$ cat src/rtl/rr_arb3_ctrl_pkg.sv
// Shared types and helpers for the three-way round-robin arbiter.
// Holds the FSM state encoding, the requester count and the source-tag encodings.
package arb3_pkg;

  typedef enum logic {IDLE, GRANT} state_t;

  localparam int NREQ = 3;

  localparam logic [1:0] SRC0 = 2'd0;
  localparam logic [1:0] SRC1 = 2'd1;
  localparam logic [1:0] SRC2 = 2'd2;

  // Rotate a source index 0 -> 1 -> 2 -> 0.
  function automatic logic [1:0] nextSrc(input logic [1:0] s);
    return (s == SRC2) ? SRC0 : s + 2'd1;
  endfunction

  function automatic logic reqBit(input logic [NREQ-1:0] v, input logic [1:0] s);
    case (s)
      SRC0:    return v[0];
      SRC1:    return v[1];
      default: return v[2];
    endcase
  endfunction

endpackage

$ cat src/rtl/rr_arb3_ctrl_pick3.sv
// Rotating-priority picker: first set request after 'last', wrapping around
// so that 'last' itself has the lowest priority.
module rr_pick3
  import arb3_pkg::*;
(
  input  logic [NREQ-1:0] i_req,
  input  logic [1:0]      i_last,
  output logic            o_any,
  output logic [1:0]      o_idx
);

  logic [1:0] w_c1;
  logic [1:0] w_c2;
  logic [1:0] w_c3;

  always_comb begin
    w_c1  = nextSrc(i_last);
    w_c2  = nextSrc(w_c1);
    w_c3  = nextSrc(w_c2);
    o_any = |i_req;
    o_idx = w_c3;
    if (reqBit(i_req, w_c2)) o_idx = w_c2;
    if (reqBit(i_req, w_c1)) o_idx = w_c1;
  end

endmodule

$ cat src/rtl/rr_arb3_ctrl.sv
// Three-requester round-robin sequencer with burst grants feeding one
// registered output stage, plus a source tag and a wrapping grant counter.
module rr_arb3_ctrl
  import arb3_pkg::*;
#(
  parameter int W     = 4,
  parameter int BURST = 4
)(
  input  logic            clk,
  input  logic            rst,
  input  logic [NREQ-1:0] req_valid,
  input  logic [W-1:0]    req_data0,
  input  logic [W-1:0]    req_data1,
  input  logic [W-1:0]    req_data2,
  output logic [NREQ-1:0] req_ready,
  output logic            out_valid,
  output logic [W-1:0]    out_data,
  output logic [1:0]      out_src,
  input  logic            out_ready,
  output logic            busy,
  output logic [7:0]      grant_cnt
);

  localparam logic [3:0] LAST_BEAT = 4'(BURST - 1);

  state_t       r_state;
  logic [1:0]   r_g;
  logic [1:0]   r_last;
  logic [3:0]   r_beatCnt;
  logic         r_outValid;
  logic [W-1:0] r_outData;
  logic [1:0]   r_outSrc;
  logic [7:0]   r_grantCnt;

  logic         w_any;
  logic [1:0]   w_idx;
  logic         w_takeOk;
  logic         w_gValid;
  logic [W-1:0] w_gData;
  logic         w_xfer;

  rr_pick3 u_pick (
    .i_req  (req_valid),
    .i_last (r_last),
    .o_any  (w_any),
    .o_idx  (w_idx)
  );

  // The output slot can take a beat if it is empty or being drained this cycle.
  always_comb begin
    w_takeOk  = !r_outValid || out_ready;
    w_gValid  = reqBit(req_valid, r_g);
    w_gData   = req_data2;
    req_ready = '0;
    case (r_g)
      SRC0:    w_gData = req_data0;
      SRC1:    w_gData = req_data1;
      default: w_gData = req_data2;
    endcase
    if (r_state == GRANT && w_takeOk) begin
      case (r_g)
        SRC0:    req_ready = 3'b001;
        SRC1:    req_ready = 3'b010;
        default: req_ready = 3'b100;
      endcase
    end
    w_xfer = (r_state == GRANT) && w_gValid && w_takeOk;
  end

  always_ff @(posedge clk) begin
    if (rst) begin
      r_state    <= IDLE;
      r_g        <= SRC0;
      r_last     <= SRC2;
      r_beatCnt  <= '0;
      r_outValid <= 1'b0;
      r_outData  <= '0;
      r_outSrc   <= SRC0;
      r_grantCnt <= '0;
    end else begin
      if (w_xfer) begin
        r_outValid <= 1'b1;
        r_outData  <= w_gData;
        r_outSrc   <= r_g;
      end else if (out_ready) begin
        r_outValid <= 1'b0;
      end

      case (r_state)
        IDLE: begin
          if (w_any) begin
            r_g        <= w_idx;
            r_beatCnt  <= '0;
            r_grantCnt <= r_grantCnt + 8'd1;
            r_state    <= GRANT;
          end
        end
        GRANT: begin
          // A withdrawn request ends the grant early; a stall holds everything.
          if (!w_gValid) begin
            r_last  <= r_g;
            r_state <= IDLE;
          end else if (w_xfer) begin
            r_beatCnt <= r_beatCnt + 4'd1;
            if (r_beatCnt == LAST_BEAT) begin
              r_last  <= r_g;
              r_state <= IDLE;
            end
          end
        end
        default: r_state <= IDLE;
      endcase
    end
  end

  assign out_valid = r_outValid;
  assign out_data  = r_outData;
  assign out_src   = r_outSrc;
  assign busy      = (r_state == GRANT);
  assign grant_cnt = r_grantCnt;

endmodule

$ cat config.mk
export PLATFORM = sky130hd
export DESIGN_NAME = rr_arb3_ctrl
export DESIGN_NICKNAME = d
export VERILOG_FILES = /design/src/rtl/rr_arb3_ctrl_pkg.sv /design/src/rtl/rr_arb3_ctrl_pick3.sv /design/src/rtl/rr_arb3_ctrl.sv
export SDC_FILE = /design/constraint.sdc
export NUM_CORES = 1
export LEC_CHECK = 0
export ABC_AREA = 1
export CAP_MARGIN = 20
export CORE_MARGIN = 2
export CORE_UTILIZATION = 35
export DETAILED_ROUTE_END_ITERATION = 6
export GPL_ROUTABILITY_DRIVEN = 0
export HOLD_SLACK_MARGIN = 0.03
export PLACE_DENSITY = 0.6
export SYNTH_ARGS = -nofsm -noshare
export SYNTH_HDL_FRONTEND = slang
export SYNTH_SLANG_ARGS = --single-unit
$ cat constraint.sdc
create_clock -name clk -period 1.4 [get_ports clk]
set_input_delay 0.21 -clock clk [delete_from_list [all_inputs] [get_ports clk]]
set_output_delay 0.21 -clock clk [all_outputs]
set_load 0.05 [all_outputs]
* After elaboration in Yosys (flattened, before gate mapping)
Index checks and enable logic that the tools add are counted.
** Storage, ports and cells
- Output and inout port bits :: 19
- Input bits :: 18
- Memories kept :: 0
- Word-level logic and storage cells :: 64
- Bits in latches :: 0
- Memory bits (writable) :: 0
- ROM bits :: 0
- Register bits :: 24
** Cells by class
- Magnitude comparators :: 0
- Shift-type cells :: 0
- Equality and inequality tests :: 12
- Div/mod/pow operators :: 0
- Reductions and logical operators :: 13
- Bitwise gates (word level) :: 1
- Multipliers :: 0
- Muxes and demuxes :: 25
- Add/sub/neg operators :: 5
** Operators with widths (number)
- $mux 2 :: 8
- $pmux 4 s2 :: 2
- $mux 4 :: 3
- $ne 2x1->1 const B :: 5
- $add 8x1->8 const B :: 1
- $pmux 1 s2 :: 4
- $add 2x1->2 const B :: 3
- $eq 2x1->1 const B :: 3
- $eq 2x2->1 const B :: 3
- $logic_not 2->1 :: 3
- $mux 1 :: 6
- $pmux 3 s2 :: 1
- $reduce_and 3->1 :: 2
- $add 4x1->4 const B :: 1
- $eq 4x2->1 const B :: 1
- $logic_and 1x1->1 :: 3
- $mux 3 :: 1
- $reduce_or 3->1 :: 1
- $reduce_and 2->1 :: 1
- $reduce_bool 2->1 :: 1
- $logic_not 1->1 :: 1
- $logic_or 1x1->1 :: 1
- $not 1->1 :: 1

* Longest topological paths before layout
- Word-level depth :: 8
- Gate-level depth with buffers :: 9
- Mapped depth without buffers :: 9

* Modules after synthesis
A second synthesis with hierarchy kept.
** Second synthesis, totals
- Cells, all modules :: 188
- Area, all modules :: 1255.0 µm²
** Modules (own cells, without submodules)
- rr_arb3_ctrl :: times used 1, area an instance 1172.4 µm², cells each 168, seq. area each 480.5 µm²
- rr_pick3 :: times used 1, area an instance 82.6 µm², cells each 20, seq. area each 0.0 µm²

* Worst setup path before layout
Ideal clock, no wire load.
- Path kind :: register -> output
- Start point :: register r_state (netlist: busy)
- End point :: output req_ready[0]
- Slack :: -766 ps
- Path buffers :: 0
- Stages on the path, launching flop included :: 3
- Data required time :: 1190 ps
- Data arrival time :: 1956 ps
- Cell sequence :: dfxtp_1 nand2_1 nor3_1
** On the way
- Longest elaborated chain between the ends :: 2
** RTL lines
- from (decl) :: RTL line rr_arb3_ctrl.sv:26 : state_t r_state;
- from (signal assigned) :: RTL line rr_arb3_ctrl.sv:72 : r_state <= IDLE;
- from (signal assigned) :: RTL line rr_arb3_ctrl.sv:95 : r_state <= GRANT;
- from (signal assigned) :: RTL line rr_arb3_ctrl.sv:102 : r_state <= IDLE;
- $logic_and 1x1->1 :: RTL line rr_arb3_ctrl.sv:60 : if (r_state == GRANT && w_takeOk) begin
- $mux 3 :: RTL line rr_arb3_ctrl.sv:60
- to (decl) :: RTL line rr_arb3_ctrl.sv:15 : output logic [NREQ-1:0] req_ready,
Every way passes these cells.

* Worst setup path after layout
- Start point :: register r_g[1]
- End point :: output req_ready[1]
** On the way
- Longest elaborated chain between the ends :: 3
- Elaborated cells between the ends (all ways) :: 4
- Those cells by class :: eq/ne: 1; mux: 2; reduce/logical: 1
** RTL lines
- from (decl) :: RTL line rr_arb3_ctrl.sv:27 : logic [1:0] r_g;
- from (signal assigned) :: RTL line rr_arb3_ctrl.sv:92 : r_g <= w_idx;
- $eq 2x1->1 / $logic_not 2->1 (equally long branches) :: RTL line rr_arb3_ctrl.sv:61 : case (r_g)
- $pmux 3 s2 * :: RTL line rr_arb3_ctrl.sv:61
- $mux 3 * :: RTL line rr_arb3_ctrl.sv:60
Mark *: on every way between the ends. The rest lies on a longest branch, timed or not.

==> run metrics <==
status=finished clean; crit path capture type=output pin; Core Box Area=3630 µm²; net count after synthesis=224; worst rel slew slack=82.1%; RSZ-0062 raised after global routing=true; clock share of power=19.0%; final instance area=2160 µm²; Yosys reg bits=24; CTS Buffer Depth=2; Synth Instances=204; hold_ws=0.383 ns; Post-Syn Area=1310 µm²; Sequential Power Share=39.6%; Leakage=0.000958 µW; clk_skew=0.00152 ns; DRT Pass-1 Iters=4; Area contributors post-synth=dfxtp_1 (37%), nand2_1 (15%), nor2_1 (8.6%); via count=1,442; cts hold-fix bufs=0; sw frac=35.8%; Hold Path Class=in -> reg; Tmin final=1.38 ns; slowest stage cell, crit path=dfxtp_2; worst-path fanout max=8; initial antenna violation count=0; DPL Wire Length=2550 µm; Max Slew Vio Count=0; largest net degree at the start of global routing=18; total detailed-routing wirelength=3240 µm; vias in the first global route=1,298; critical path arrival=1.17 ns; Crit path largest cell delay=0.36 ns; P_sw=758 µW; Internal Power=1360 µW; wire length per cell=10.6 µm; clock latency on the worst-skew pair=0.26 ns; PortBufs=36; Ports=37; fin crit share=98.9%; Die H=65.3 µm; Setup-failing EPs final=0; H-tree depth=1; Combinational Power Share=41.4%; CTS root buffer=clkbuf_8; top cell type's share of synthesized area=36.6%; critical-path cell list=buf_4 -> nor3_4 -> buf_12; peak supply drop=508 µV; CTS buffer count=3; share of layout cells above drive strength 1=25.3%; worst slew pin tran=0.268 ns; Syn-to-layout area delta=64.1%; Detailed Route Iter0 Violations=70; max-cap violations=0; WP data required=1.19 ns; endpoints failing hold=0; number of cell rows=22; TritonCTS Sinks=24; CTS tree=built; first-pass GRT wire length=5590 µm; Setup CP Type=reg -> out; Seq/Total Area, Yosys=36.6%; FMAX=722 MHz; GRT Total Usage=16.8%; DRC viols=0; final net count=279; Worst setup SP type=flip-flop; syn avg cell area=6.44 µm²; Ys Warns=0; clock-pin slew on the worst setup and hold paths=0.08 ns; synth unique cells=22; Via density=4.73; total gr overflow=0; die width=65.3 µm; Yosys top cell by area=dfxtp_1; Starting Density=36.2%; Die Outline Area=4260 µm²; antenna cells=0; Power Density=981 nW/µm²; Final ANT Viol Nets=0; placed cell areas=2060 µm²
## cell usage after synthesis, drive strengths merged
master / number
nor2: 32
a21oi: 11
nor3: 6
inv: 24
a31oi: 1
xnor2: 1
or2: 1
clkinv: 1
xor2: 1
nand3: 21
dfxtp: 24
buf: 5
nand4: 5
nand2: 55
o21ai: 14
ha: 2
## metal layers
layer / up-vias / wire (µm) / part of all wire [%] / global-route usage (%)
li1: 765 / - / - / -
met1: 649 / 1490 / 46 / 20.0
met2: 21 / 1620 / 50 / 30.2
met3: 7 / 68 / 2.1 / 2.23
met4: 0 / 65 / 2.0 / 6.77
met5: - / 0 / 0 / 0
## final timing paths
check	cells after the start	startpoint	slack, ns	endpoint
max	3	r_g[1]$_SDFFE_PP0P_	0.02	req_ready[1]
max reg2reg	9	out_valid$_SDFFE_PP0P_	0.14	r_beatCnt[1]$_SDFFE_PP0P_
min	4	out_ready	0.38	out_valid$_SDFFE_PP0P_
min reg2reg	2	out_valid$_SDFFE_PP0P_	0.51	out_valid$_SDFFE_PP0P_
## cell families after synthesis
logic type | count (synthesis) | share of synthesized area, %
XOR/XNOR | 2 | 1.33
AND/OR/NAND/NOR | 120 | 40.3
buffers and inverters | 30 | 9.90
adder cells (fa/ha/maj) | 2 | 1.90
flip-flops | 24 | 36.6
AO/OA/AOI/OAI | 26 | 10.0
## repair_timing
item	in CTS	in global routing
buffers inserted	2	1
resized for setup	8	3
endpoints found under the setup margin	3	3
pin swaps	3	2
## cell type report
| class | instances | area [µm²] |
|---|---|---|
| clock buffer | 3 | 41.3 |
| tap | 48 | 60.1 |
| multi-input combinational | 150 | 748 |
| timing repair buffer | 55 | 711 |
| sequential | 24 | 493 |
| fill | 376 | 1480 |
| inverter | 25 | 103 |
## state kept, by name, indices dropped and copies added, names as in the netlist
name       count
grant_cnt      8
out_data       4
r_beatCnt      4
out_src        2
r_g            2
r_last         2
busy           1
out_valid      1
## worst max-delay path, delay by kind of cell (launching register included)
kind / cells / cell delay, ns
AND/OR/NAND/NOR: 1 / 0.22
buffers and inverters: 2 / 0.34
flip-flops: 1 / 0.36
## cell usage in the layout (no fill, tap or decap), drive strengths merged, types with 2 or more instances in the layout
cell,count
clkdlybuf4s50,15
ha,2
nand2,55
o21ai,14
buf,38
inv,23
clkbuf,3
nand3,21
a21oi,11
dfxtp,24
nor2,32
nor3,6
nand4,5
## through the flow
step	setup WS, ns	instances	util, %	setup TNS, ns	total power (µW)
after floorplan	-0.0128	204	-	-0.0128	1300
after global placement	-0.190	299	56.8	-3.26	1700
after detailed placement	-0.201	299	56.8	-3.60	1700
after CTS	-0.0751	304	58.9	-0.0751	2130
after global routing	-0.0353	305	59.3	-0.0353	2250
final	0.0158	305	59.3	0	2110
## power by group through the flow
stage / clock, µW / combinational, µW / sequential [µW]
after detailed placement: 0 / 850 / 854
after global routing: 456 / 951 / 847
after global placement: 0 / 846 / 852
after floorplan: 0 / 339 / 958
after CTS: 418 / 869 / 840
final: 401 / 875 / 837
No activity file was read; power rests on OpenSTA's default activity.
